$ cat src/rtl/seg7_decoder_if.sv
// Digit delivery handshake for seg7_decoder: the decoder drives bcd/out_valid
// and the consumer drives out_ready. A digit transfers on out_valid && out_ready.
interface seg7_decoder_if;
    logic [3:0] bcd;
    logic       out_valid;
    logic       out_ready;

    modport master (
        output bcd,
        output out_valid,
        input  out_ready
    );

    modport slave (
        input  bcd,
        input  out_valid,
        output out_ready
    );
endinterface

$ cat src/rtl/seg7_decoder.sv
// seg7_decoder: recovers a BCD digit from an active-low seven-segment pattern
// (bit 6 = g ... bit 0 = a). A pattern must be seen on STABLE_CYCLES
// consecutive edges before it is accepted, and each stable run is accepted
// exactly once. Legal digits are offered over the dig handshake. Illegal
// patterns pulse 'invalid' and bump a saturating error counter. A digit that
// arrives while a previous one is still stalled is dropped and sets the sticky
// 'overrun' flag.
// Build option: define SEG7_DECODER_HEX_EN to also accept the hex letters
// A, b, C, d, E, F (decoded as 10..15); otherwise they count as illegal.
module seg7_decoder #(
    parameter int STABLE_CYCLES = 4,
    parameter int CNT_W         = 8
) (
    input  logic             clk,
    input  logic             reset,
    input  logic [6:0]       leds,
    seg7_decoder_if.master   dig,
    output logic             invalid,
    output logic [CNT_W-1:0] err_count,
    output logic             overrun
);

    localparam int RUN_W = $clog2(STABLE_CYCLES + 1);
    localparam logic [RUN_W-1:0] RUN_ZERO = {RUN_W{1'b0}};
    localparam logic [RUN_W-1:0] RUN_ONE  = {{(RUN_W-1){1'b0}}, 1'b1};
    localparam logic [RUN_W-1:0] RUN_MAX  = RUN_W'(STABLE_CYCLES);
    localparam logic [RUN_W-1:0] RUN_LAST = RUN_W'(STABLE_CYCLES - 1);
    localparam logic [CNT_W-1:0] CNT_ONE  = {{(CNT_W-1){1'b0}}, 1'b1};
    localparam logic [CNT_W-1:0] CNT_MAX  = {CNT_W{1'b1}};
    localparam logic [6:0]       BLANK    = 7'b1111111;

    // Pattern lookup; returns {legal, digit}. Blank is reported as not legal
    // and is filtered separately by the caller.
    function automatic logic [4:0] seg_decode(input logic [6:0] pat);
        logic [4:0] res;
        case (pat)
            7'b1000000: res = {1'b1, 4'd0};
            7'b1111001: res = {1'b1, 4'd1};
            7'b0100100: res = {1'b1, 4'd2};
            7'b0110000: res = {1'b1, 4'd3};
            7'b0011001: res = {1'b1, 4'd4};
            7'b0010010: res = {1'b1, 4'd5};
            7'b0000010: res = {1'b1, 4'd6};
            7'b1111000: res = {1'b1, 4'd7};
            7'b0000000: res = {1'b1, 4'd8};
            7'b0010000: res = {1'b1, 4'd9};
`ifdef SEG7_DECODER_HEX_EN
            7'b0001000: res = {1'b1, 4'd10};
            7'b0000011: res = {1'b1, 4'd11};
            7'b1000110: res = {1'b1, 4'd12};
            7'b0100001: res = {1'b1, 4'd13};
            7'b0000110: res = {1'b1, 4'd14};
            7'b0001110: res = {1'b1, 4'd15};
`endif
            default:    res = {1'b0, 4'd0};
        endcase
        return res;
    endfunction

    logic [6:0]       s_r;
    logic [RUN_W-1:0] run_r;
    logic [3:0]       bcd_r;
    logic             out_valid_r;
    logic             invalid_r;
    logic [CNT_W-1:0] err_count_r;
    logic             overrun_r;

    logic             same_s;
    logic             accept_s;
    logic [RUN_W-1:0] run_nxt_s;
    logic [4:0]       dec_s;
    logic             legal_s;
    logic             blank_s;
    logic [3:0]       digit_s;
    logic             xfer_s;

    // Stability tracking, acceptance strobe and pattern classification.
    always_comb begin
        same_s    = (leds == s_r);
        accept_s  = same_s && (run_r == RUN_LAST);
        dec_s     = seg_decode(leds);
        legal_s   = dec_s[4];
        digit_s   = dec_s[3:0];
        blank_s   = (leds == BLANK);
        xfer_s    = out_valid_r && dig.out_ready;
        run_nxt_s = RUN_ONE;
        if (same_s) begin
            if (run_r == RUN_MAX) begin
                run_nxt_s = RUN_MAX;
            end else begin
                run_nxt_s = run_r + RUN_ONE;
            end
        end else begin
            run_nxt_s = RUN_ONE;
        end
    end

    // Sample history, digit slot, error counter and sticky overrun flag.
    always_ff @(posedge clk) begin
        if (!reset) begin
            s_r         <= BLANK;
            run_r       <= RUN_ZERO;
            bcd_r       <= 4'd0;
            out_valid_r <= 1'b0;
            invalid_r   <= 1'b0;
            err_count_r <= {CNT_W{1'b0}};
            overrun_r   <= 1'b0;
        end else begin
            s_r       <= leds;
            run_r     <= run_nxt_s;
            invalid_r <= 1'b0;
            if (accept_s && legal_s) begin
                // Slot is free if empty or being drained this very cycle.
                if (!out_valid_r || dig.out_ready) begin
                    bcd_r       <= digit_s;
                    out_valid_r <= 1'b1;
                end else begin
                    overrun_r <= 1'b1;
                end
            end else begin
                if (accept_s && !blank_s) begin
                    invalid_r <= 1'b1;
                    if (err_count_r != CNT_MAX) begin
                        err_count_r <= err_count_r + CNT_ONE;
                    end else begin
                        err_count_r <= CNT_MAX;
                    end
                end else begin
                    invalid_r <= 1'b0;
                end
                if (xfer_s) begin
                    out_valid_r <= 1'b0;
                end else begin
                    out_valid_r <= out_valid_r;
                end
            end
        end
    end

    assign dig.bcd       = bcd_r;
    assign dig.out_valid = out_valid_r;
    assign invalid       = invalid_r;
    assign err_count     = err_count_r;
    assign overrun       = overrun_r;

endmodule

$ cat src/flat_wrapper.sv
// flat-port wrapper written by rule: the top's interface ports become plain ports
module seg7_decoder_flat 
#(
    parameter int STABLE_CYCLES = 4,
    parameter int CNT_W         = 8
)
  (clk, reset, leds, invalid, err_count, overrun, dig_bcd, dig_out_valid, dig_out_ready);
  seg7_decoder_if dig_i ();
  input  logic clk;
  input  logic reset;
  input  logic [6:0] leds;
  output logic invalid;
  output logic [CNT_W-1:0] err_count;
  output logic overrun;
  output wire logic [$bits(dig_i.bcd)-1:0] dig_bcd;
  output wire logic [$bits(dig_i.out_valid)-1:0] dig_out_valid;
  input wire logic [$bits(dig_i.out_ready)-1:0] dig_out_ready;
  assign dig_bcd = dig_i.bcd;
  assign dig_out_valid = dig_i.out_valid;
  assign dig_i.out_ready = dig_out_ready;
  seg7_decoder #(.STABLE_CYCLES(STABLE_CYCLES), .CNT_W(CNT_W)) u_core (.clk(clk), .reset(reset), .leds(leds), .dig(dig_i), .invalid(invalid), .err_count(err_count), .overrun(overrun));
endmodule
$ cat config.mk
export PLATFORM = sky130hd
export DESIGN_NAME = seg7_decoder_flat
export DESIGN_NICKNAME = d
export VERILOG_FILES = /design/src/rtl/seg7_decoder_if.sv /design/src/rtl/seg7_decoder.sv /design/src/flat_wrapper.sv
export SDC_FILE = /design/constraint.sdc
export NUM_CORES = 1
export LEC_CHECK = 0
export BUFFER_PORTS_ARGS = -buffer_cell sky130_fd_sc_hd__buf_2
export CORE_ASPECT_RATIO = 0.6
export CORE_UTILIZATION = 45
export CTS_CLUSTER_DIAMETER = 150
export CTS_CLUSTER_SIZE = 8
export DETAILED_ROUTE_END_ITERATION = 7
export MAX_ROUTING_LAYER = met4
export PLACE_DENSITY = 0.66
export SLEW_MARGIN = 0
export SYNTH_ARGS = -nofsm -noshare
export SYNTH_HDL_FRONTEND = slang
export SYNTH_SLANG_ARGS = --single-unit
$ cat constraint.sdc
create_clock -name clk -period 5.4 [get_ports clk]
set_input_delay 1.08 -clock clk [delete_from_list [all_inputs] [get_ports clk]]
set_output_delay 1.08 -clock clk [all_outputs]
set_load 0.05 [all_outputs]
; ---- Word level (Yosys, flattened, before mapping)
; Index checks and enable logic that the tools add are counted.
[word_totals]
ff_bits = 25
out_inout_bits = 15
[classes]
n_addsub = 2
n_eq_ne = 15
n_mux = 8
n_bitwise = 4
n_reduce_logical = 16
[op_table]
columns = cell, n
row1 = $pmux 5 s10, 1
row2 = $eq 7x7->1 const B, 4
row3 = $eq 7x5->1 const B, 3
row4 = $eq 7x6->1 const B, 2
row5 = $reduce_and 2->1, 5
row6 = $add 8x1->8 const B, 1
row7 = $mux 8, 1
row8 = $ne 8x8->1 const B, 1
row9 = $eq 7x2->1 const B, 1
row10 = $eq 7x7->1, 1
row11 = $logic_not 7->1, 1
row12 = $mux 1, 5
row13 = $logic_and 1x1->1, 4
row14 = $not 1->1, 4
row15 = $add 3x1->3 const B, 1
row16 = $eq 3x2->1 const B, 1
row17 = $eq 3x3->1 const B, 1
row18 = $mux 3, 1
row19 = $reduce_or 3->1, 1
row20 = $logic_not 1->1, 2
row21 = $ne 2x2->1 const B, 1
row22 = $reduce_bool 2->1, 1
row23 = $reduce_or 2->1, 1
row24 = $logic_or 1x1->1, 1

; ---- Logic depth before layout (Yosys ltp)
; Gate-level depths: netlist (run 1).
[logic_depth]
depth_word = 5
ltp_mapped = 8

; ---- Least setup slack after synthesis (run 1)
; OpenSTA, ideal clock, no wires.
[synth_timing]
path_kind = input to register
from = input port leds[6]
to = register u_core.err_count_r[5] (netlist: u_core.err_count[5])
setup_ps = 159
t_arrival_ps = 2594
required_ps = 5241
setup_slack_ps = 2647
stages = 8
n_path_buf = 2
cell_sequence = buf_4 -> or4_1 -> or3_1 -> o211ai_2 -> nor4b_4 -> buf_4 -> a21oi_1 -> a311oi_1
[synth_between]
elab_chain_len = 5
[synth_rtl]
columns = element, line
row1 = "start, declared", flat_wrapper.sv:11  ; input logic [6:0] leds;
row2 = "$eq 7x5->1, or another cell as far along", seg7_decoder.sv:36  ; case (pat)
row3 = $pmux 5 s10 / $logic_and 1x1->1 (equally long branches), "seg7_decoder.sv:36, seg7_decoder.sv:80"
row4 = $logic_and 1x1->1, seg7_decoder.sv:112  ; if (accept_s && legal_s) begin
row5 = $not 1->1 (no line), n/a
row6 = $reduce_and 2->1 (no line) *, n/a
row7 = "end signal, assigned", seg7_decoder.sv:106  ; err_count_r <= {CNT_W{1'b0}};
row8 = "end signal, assigned", seg7_decoder.sv:124  ; err_count_r <= err_count_r + CNT_ONE;
row9 = "end, declared", seg7_decoder.sv:65  ; logic [CNT_W-1:0] err_count_r;
; Every way passes the cells marked *; elsewhere a longest branch is shown, timed or not.
; A chain may end at the register's enable or synchronous reset.

; ---- Worst setup path in the final report (run 1)
[layout_timing]
from = input port leds[1]
to = register u_core.err_count_r[5] (netlist: u_core.err_count[5])
; The elaborated chain is that of the path after synthesis.

==> results.cfg, run 1 <==
[synthesis]
yosys_warnings = 0
synth_area_leaders = dfxtp_1 37%, xnor2_1 4.6%, nand2_1 3.9%
synth_flop_cell = dfxtp_1
yosysUniqueCellTypes = 47
synth.most_common_cell = dfxtp_1
synth-edff-count = 0
ys_ff_latch = 25
synth-seq-area-share = 0.3749
synth_top_cell_by_area = dfxtp_1
synth_area_per_cell_sq_um = 9.271
synth_common_cells = 25 x dfxtp_1, 14 x nand2_1, 8 x a21oi_1, 8 x nor2_1
synth-async-reset-ratio = 0
syn-num-nets = 158
postSynthCellCount = 144
syn_area_sq_mm = 0.001335
yosys.area.top_type_share = 0.3749

[setup_path]
crit_fanout = 13
critPathRequiredTime_ns = 5.54
worstPathArrival_ns = 3.01
r2r-end = u_core.err_count[5]
endpoint_kind = flip-flop
crit_path_cell_trace = buf_2 -> and3b_1 -> o2111ai_2 -> o311ai_4 -> nor4b_4 -> nor2b_4 -> a311oi_1
r2r_start = u_core.run_r[0]
r2r_slack_ns = 3.14
worstSetupPathType = in2reg
crit_start = leds[1]
max_stage_delay_ns = 0.67
cp_slowest_cell = nor4b_4
cp-start-kind = input port
reg2reg_depth = 7

[clocking]
numCtsBuffers = 3
postCtsHoldBufs = 0
post_cts_resized = 0
cts_max_level = 1
clockBufferDepth = 2
clock-root-buffer = clkbuf_8
post_cts_buffers = 0
cts_tree = yes
cts.sinks = 25
clk_latency_ns = 0.27
path_clk_slew_ns = 0.08

[sta]
max-slew-margin-rel = 0.5321
rsz0062_at_grt = no
setup_viol = 0
worstMarginPinSlew_ns = 0.6989
period_share = 0.5304
tns_ns = 0
finalMaxSlewViolations = 0
fmax_mhz = 349.1
finalClockSkew_ns = 0.001936
setup_ws_ns = 2.536
holdWs_ns = 0.4655
fin_crit_ns = 2.864
hold_viol_final = 0

[drt]
drc = 0
drt_iter0_drc = 45
drtPass1Iterations = 4
num_vias = 1088
drt_wl_total_um = 2874
wl_per_cell_um = 14.23
vias_per_cell = 5.386
drt.antenna.violating_nets = 0

[floorplan]
ios = 25
die_h_um = 44.19
coreArea_sq_mm = 0.002663
row_count = 14
dieArea_sq_mm = 0.003196
start_util = 0.5014
die_x_um = 72.32

[hold_path]
holdCritPathClass = reg2reg
whs_endpoint = u_core.dig.bcd[0]
min_from = u_core.dig.bcd[0]
hold-path-cell-count = 2

[global_route]
grt_use_met1 = 0.2700
antenna_found_initial = 0
grt_use_met2 = 0.3103
grt_max_degree = 18
grtUsageTotal = 0.2000
grt_use_met3 = 0.05011
busiest_layer = met2
grt_remaining_overflow = 0
grt_pass1_vias = 1025
grt_pass1_wl_um = 4740

[power_and_ir_drop]
vdd_drop_max_mv = 0.1064
power_leakage_nw = 0.6225
powerDensity_mw_per_mm2 = 222.9

[finish]
nets = 177
area_growth_pct = 11.15
drive_above_1_share = 0.2346
n_antenna_cell = 0

[job]
maxCapViolations = 0

[place]
pre_cts_slack_ns = 2.291
port_buffers = 24
dpl.hpwl_um = 2229
globalplace.congestion = 0.8600

[outcome]
status = finished clean
[cells in the final DEF (no fill, tap or decap), drive strengths merged, types with 2 or more instances in the layout]
cell type	instances
nand3	5
a211oi	3
nor2b	2
inv	7
o31ai	2
nand2b	6
nor2	8
or4	2
a21oi	8
and2	3
or3	2
a311oi	4
and3	4
mux2i	2
nand3b	2
xnor2	7
and3b	2
nor4b	2
o21ai	2
ha	4
nor3	3
o211ai	2
buf	24
clkbuf	3
nand2	14
dfxtp	25
[per-stage QoR]
step             util  area [sq um]  instances  power [mW]
2_1_floorplan       -          1335        144      0.2180
3_3_place_gp   0.5390          1435        198      0.2224
3_5_place_dp   0.5390          1435        198      0.2229
4_1_cts        0.5573          1484        202      0.3339
5_1_grt        0.5573          1484        202      0.3433
6_report       0.5573          1484        202      0.3308
[area by class of cell]
| type | instances | area [sq um] |
|---|---|---|
| Multi-Input combinational cell | 102 | 738.2 |
| Tap cell | 40 | 50.05 |
| Fill cell | 263 | 1179 |
| Sequential cell | 25 | 500.5 |
| Inverter | 7 | 26.28 |
| Clock buffer | 3 | 41.29 |
| Timing Repair Buffer | 24 | 120.1 |
| Clock inverter | 1 | 7.507 |
[sequential cells by signal, indices dropped and copies added (netlist names)]
name and flops:
u_core.overrun 1, u_core.invalid 1, u_core.dig.out_valid 1, u_core.run_r 3, u_core.s_r 7, u_core.err_count 8
u_core.dig.bcd 4
[cell families after synthesis]
kind of cell	count (synthesis)	synth area share
buffers and inverters	17	0.07216
XOR/XNOR	8	0.05249
adder cells (fa/ha/maj)	4	0.03749
multiplexers	2	0.01500
AND/OR/NAND/NOR	59	0.2690
AO/OA/AOI/OAI	29	0.1790
flip-flops	25	0.3749
[worst max-delay path: cells and delay by family]
| kind | cells | cell delay (ns) |
|---|---|---|
| simple gates | 3 | 1.20 |
| compound gates | 3 | 0.53 |
| buf+inv | 1 | 0.19 |
[where the power goes]
group          internal, mW  total (mW)  leakage (nW)  switching [mW]
Sequential            0.187       0.189         0.204         0.00145
Combinational        0.0113      0.0298         0.397          0.0185
Clock                0.0523       0.112        0.0217          0.0598
[routing by layer]
metal	up-vias	part of all wire	wire, um
li1	552	-	-
met1	515	0.50	1442
met2	21	0.45	1307
met3	0	0.043	124
met4	0	0	0
met5	-	0	0
[worst max path at each step]
| stage | depth (start not counted) | slack [ns] | endpoint |
|---|---|---|---|
| after floorplan | 8 | 2.65 | u_core.err_count[5] |
| after global placement | 7 | 2.37 | u_core.err_count[6] |
| after detailed placement | 7 | 2.29 | u_core.err_count[5] |
| after CTS | 7 | 2.57 | u_core.err_count[4] |
| after global routing | 7 | 2.37 | u_core.err_count[5] |
| final | 7 | 2.54 | u_core.err_count[5] |
Note: power is estimated with default switching activity, not from simulation.
==> run 2: changes to the inputs <==
ABC_AREA = 1   (was unset)
PLACE_DENSITY = 0.68   (was 0.66)
clock period = 2.6 ns   (was 5.4 ns; I/O delays follow)
==> results.cfg, run 2 <==
[outcome]
status = finished clean

[power_and_ir_drop]
p_int_mw = 0.5200
power_leakage_nw = 0.9288
vdd_drop_max_mv = 0.2314
seqPwrFrac = 0.558
sw_frac_of_total = 0.2609
clkPwrFrac = 0.332
power_switching_mw = 0.1835
power_frac_comb = 0.110
powerDensity_mw_per_mm2 = 411.6

[sta]
max-slew-margin-rel = 0.7411
finalClockSkew_ns = 0.001886
hold_viol_final = 0
worstMarginPinSlew_ns = 0.3854
rsz0062_at_grt = no
fmax_mhz = 558.1
holdWs_ns = 0.4653
period_share = 0.6892
setup_viol = 0
finalMaxSlewViolations = 0
fin_crit_ns = 1.792
tns_ns = 0

[finish]
final_cell_mix = 80 x nand2_1, 38 x inv_1, 38 x nor2_1
largest_reg_flops = 8
area_growth_pct = 12.34
n_antenna_cell = 0
layout_commonest_cell = nand2_1
nets = 288
drive_above_1_share = 0.1538

[setup_path]
max_stage_delay_ns = 0.31
cp-start-kind = input port
crit_path_cell_trace = buf_2 -> inv_2 -> nor3_1 -> nand2_1 -> nand2_1 -> nor2_1 -> nand2_2 -> nand3_2 -> nor2_1 -> nor2_1
endpoint_kind = flip-flop
crit_fanout = 12
r2r_slack_ns = 0.91
worstSetupPathType = in2reg
worstPathArrival_ns = 1.96
critPathMostFrequentCell = nor2_1
reg2reg_depth = 10
critPathRequiredTime_ns = 2.77
r2r-end = u_core.err_count[0]
cp_slowest_cell = nor3_1
r2r_start = u_core.err_count[0]

[clocking]
clk_latency_ns = 0.27
cts.sinks = 25
post_cts_buffers = 0
path_clk_slew_ns = 0.09
post_cts_resized = 0
clock-root-buffer = clkbuf_8
cts_tree = yes
numCtsBuffers = 3
postCtsHoldBufs = 0
cts_max_level = 1
clockBufferDepth = 2

[synthesis]
yosysUniqueCellTypes = 24
synth-async-reset-ratio = 0
synth_top_cell_by_area = dfxtp_1
ys_ff_latch = 25
yosys.area.top_type_share = 0.3289
synth_area_leaders = dfxtp_1 33%, nand2_1 20%, inv_1 9.4%
yosys_warnings = 0
synth-seq-area-share = 0.3289
postSynthCellCount = 249
synth_area_per_cell_sq_um = 6.110
synth_common_cells = 80 x nand2_1, 38 x inv_1, 38 x nor2_1
synth_flop_cell = dfxtp_1
syn-num-nets = 263
synth-edff-count = 0
syn_area_sq_mm = 0.001521
synth.most_common_cell = nand2_1

[global_route]
antenna_found_initial = 0
grt_pass1_vias = 1286
grtUsageTotal = 0.2282
grt_max_degree = 19
grt_remaining_overflow = 0
grt_pass1_wl_um = 6099

[floorplan]
ios = 25
row_count = 15
start_util = 0.5004
coreArea_sq_mm = 0.003040
dieArea_sq_mm = 0.003625
die_x_um = 77.07
die_h_um = 47.04

[place]
port_buffers = 24
dpl.hpwl_um = 2730
globalplace.congestion = 0.9436

[hold_path]
whs_endpoint = u_core.overrun
hold-path-cell-count = 2
holdCritPathClass = reg2reg
min_from = u_core.overrun

[drt]
num_vias = 1497
drt.antenna.violating_nets = 0
drt_iter0_drc = 99
vias_per_cell = 4.752
wl_per_cell_um = 11.10
drtPass1Iterations = 4
drc = 0
drt_wl_total_um = 3496

[job]
maxCapViolations = 0
run 2: power groups by stage:
stage / clock, mW / sequential, mW / combinational [mW]
2_1_floorplan: 0 / 0.401 / 0.0550
3_3_place_gp: 0 / 0.402 / 0.0760
3_5_place_dp: 0 / 0.402 / 0.0763
4_1_cts: 0.239 / 0.393 / 0.0766
5_1_grt: 0.255 / 0.394 / 0.0883
6_report: 0.234 / 0.393 / 0.0773
run 2: metal layers:
metal	global-route usage	wire length, um	vias to the layer above
met4	0.03396	14	0
li1	-	-	804
met1	0.3450	1942	631
met3	0.04854	311	2
met5	-	0	-
met2	0.3071	1228	60
run 2: stage by stage:
| step | cell area, sq um | power [mW] | cells | worst slack, ns | utilization |
|---|---|---|---|---|---|
| 2_1_floorplan | 1521 | 0.4561 | 249 | 0.7483 | - |
| 3_3_place_gp | 1663 | 0.4778 | 311 | 0.6465 | 0.5469 |
| 3_5_place_dp | 1663 | 0.4780 | 311 | 0.5543 | 0.5469 |
| 4_1_cts | 1709 | 0.7083 | 315 | 0.8432 | 0.5621 |
| 5_1_grt | 1709 | 0.7375 | 315 | 0.6252 | 0.5621 |
| 6_report | 1709 | 0.7035 | 315 | 0.8080 | 0.5621 |
run 2: logic make-up after synthesis:
group / after synthesis / synth area share
and+or+nand+nor: 154 / 0.4375
buffers and inverters: 45 / 0.1217
DFF: 25 / 0.3289
AOI/OAI and AO/OA: 17 / 0.05592
xor gates and xnor gates: 4 / 0.02303
adders and majority gates: 4 / 0.03290
run 2: final cells by class:
class	instances	area [sq um]
timing repair buffer	24	120.1
clock inverter	1	5.005
tap	42	52.55
fill	322	1331
clock buffer	3	41.29
inverter	41	153.9
multi-input combinational	179	835.8
sequential	25	500.5
run 2: worst max path at each step:
stage                        start                   to  slack [ns]  depth (start not counted)
2_1_floorplan  u_core.err_count[0]  u_core.err_count[0]        0.75                         10
3_3_place_gp               leds[0]  u_core.err_count[1]        0.65                          9
3_5_place_dp               leds[4]    u_core.dig.bcd[1]        0.55                         10
4_1_cts                    leds[4]    u_core.dig.bcd[1]        0.84                         10
5_1_grt                    leds[4]    u_core.dig.bcd[1]        0.63                         11
6_report                   leds[4]    u_core.dig.bcd[1]        0.81                         10
run 2: critical path, delay by kind of cell:
| family | cells | cell delay, ns |
|---|---|---|
| buffers and inverters | 2 | 0.24 |
| and+or+nand+nor | 8 | 1.20 |
==> run 3: changes to the inputs <==
clock period = 1.6 ns   (was 2.6 ns; I/O delays follow)
==> results.cfg, run 3 (same netlist as run 2, synthesis figures left out) <==
[clocking]
numCtsBuffers = 3
cts_max_level = 1
path_clk_slew_ns = 0.09
clk_latency_ns = 0.27
cts_tree = yes
clock-root-buffer = clkbuf_8
clockBufferDepth = 2
cts.sinks = 25

[finish]
layout_commonest_cell = nand2_1
drive_above_1_share = 0.2558
fill_cells = 310
n_antenna_cell = 0
stdcell_area_sq_mm = 0.001957
nets = 316
final_cells = 343
multi_input_area_sq_um = 853.3
area_growth_pct = 28.62
largest_reg_flops = 8
final_cell_mix = 79 x nand2_1, 38 x nor2_1, 36 x inv_1
fin_util = 0.6436
regArea_sq_um = 509.2

[hold_path]
holdCritPathClass = in2reg
min_from = leds[2]
whs_endpoint = u_core.s_r[2]
hold-path-cell-count = 3

[place]
place_area_sq_mm = 0.001879
port_buffers = 24
dpl.hpwl_um = 2817
globalplace.congestion = 0.8714
placedCellCount = 337
pre_cts_slack_ns = -0.07423

[drt]
num_vias = 1567
drt_iter0_drc = 77
drc = 0
drt.antenna.violating_nets = 0
drt_wl_total_um = 3558
vias_per_cell = 4.569
wl_per_cell_um = 10.37
drtPass1Iterations = 4

[global_route]
grt_pass1_wl_um = 5913
antenna_found_initial = 0
grt_max_degree = 18
grt_remaining_overflow = 0
grt_pass1_vias = 1275
grtUsageTotal = 0.2240

[sta]
finalClockSkew_ns = 0.005205
fin_crit_ns = 1.548
max-slew-margin-rel = 0.8162
rsz0062_at_grt = yes
setup_viol = 0
worstMarginPinSlew_ns = 0.2748
fmax_mhz = 646.2
period_share = 0.9672
setup_ws_ns = 0.05242
holdWs_ns = 0.3191
hold_viol_final = 0
finalMaxSlewViolations = 0

[power_and_ir_drop]
power_switching_mw = 0.2921
p_int_mw = 0.8734
vdd_drop_max_mv = 0.3422
power_leakage_nw = 1.066
sw_frac_of_total = 0.2506
power_frac_comb = 0.136
powerDensity_mw_per_mm2 = 595.6
seqPwrFrac = 0.545
clkPwrFrac = 0.319

[outcome]
status = finished clean

[setup_path]
reg2reg_depth = 10
cp-start-kind = flip-flop
worstSetupPathType = reg2reg
r2r_slack_ns = 0.05
worstPathArrival_ns = 1.75
crit_fanout = 6
endpoint_kind = flip-flop
critPathRequiredTime_ns = 1.81
r2r_start = u_core.err_count[0]
r2r-end = u_core.err_count[4]

[floorplan]
coreArea_sq_mm = 0.003040
start_util = 0.5004
die_x_um = 77.07
row_count = 15
dieArea_sq_mm = 0.003625
ios = 25
die_h_um = 47.04

[job]
maxCapViolations = 0
run 3: how the worst max path moves through the flow:
stage | from | to | slack [ns] | cells after the start
6_report | u_core.err_count[0] | u_core.err_count[4] | 0.05 | 10
5_1_grt | u_core.err_count[0] | u_core.err_count[0] | -0.05 | 10
4_1_cts | u_core.err_count[1] | u_core.err_count[0] | 0.01 | 10
3_5_place_dp | leds[4] | u_core.err_count[0] | -0.07 | 13
3_3_place_gp | leds[4] | u_core.err_count[0] | -0.07 | 13
2_1_floorplan | u_core.err_count[3] | u_core.err_count[0] | 0.03 | 7
run 3: routing by layer:
layer | up-vias | global-route usage | wire, um
li1 | 862 | - | -
met1 | 661 | 0.3380 | 2092
met2 | 42 | 0.2911 | 1196
met3 | 2 | 0.05437 | 250
met4 | 0 | 0.04528 | 19
met5 | - | - | 0
run 3: worst max-delay path, stage by stage (launching register included):
cell	delay, ns
dfxtp_4	0.37
ha_4	0.13
nand2_1	0.06
inv_2	0.08
nand2_2	0.06
nor2_1	0.11
nand4_1	0.23
buf_4	0.23
nand2_2	0.09
nor2_1	0.05
nor2_1	0.08
run 3: power groups by stage:
stage	Clock, mW	Sequential, mW	Combinational, mW
after floorplan	0	0.648	0.0894
final	0.372	0.635	0.159
after detailed placement	0	0.650	0.157
after global placement	0	0.649	0.157
after CTS	0.391	0.635	0.158
after global routing	0.412	0.637	0.181
run 3: repair_timing:
| action | 4_1_cts | 5_1_grt |
|---|---|---|
| gates resized for setup | 0 | 6 |
| endpoints found under the setup margin | 0 | 10 |
| buffers inserted | 0 | 2 |
| hold buffers | 0 | 0 |
run 3: per-stage QoR:
step                      power [mW]   TNS, ns
after floorplan               0.7378         0
after global placement        0.8060   -0.6713
after detailed placement      0.8065   -0.5830
after CTS                      1.183         0
after global routing           1.230  -0.05176
final                          1.165         0
run 3: final cells by class:
type                            instances  share of cell area
Clock buffer                            4             0.02302
Inverter                               41             0.07864
Multi-Input combinational cell        179              0.4361
Sequential cell                        25              0.2602
Tap cell                               42             0.02685
Timing Repair Buffer                   52              0.1752
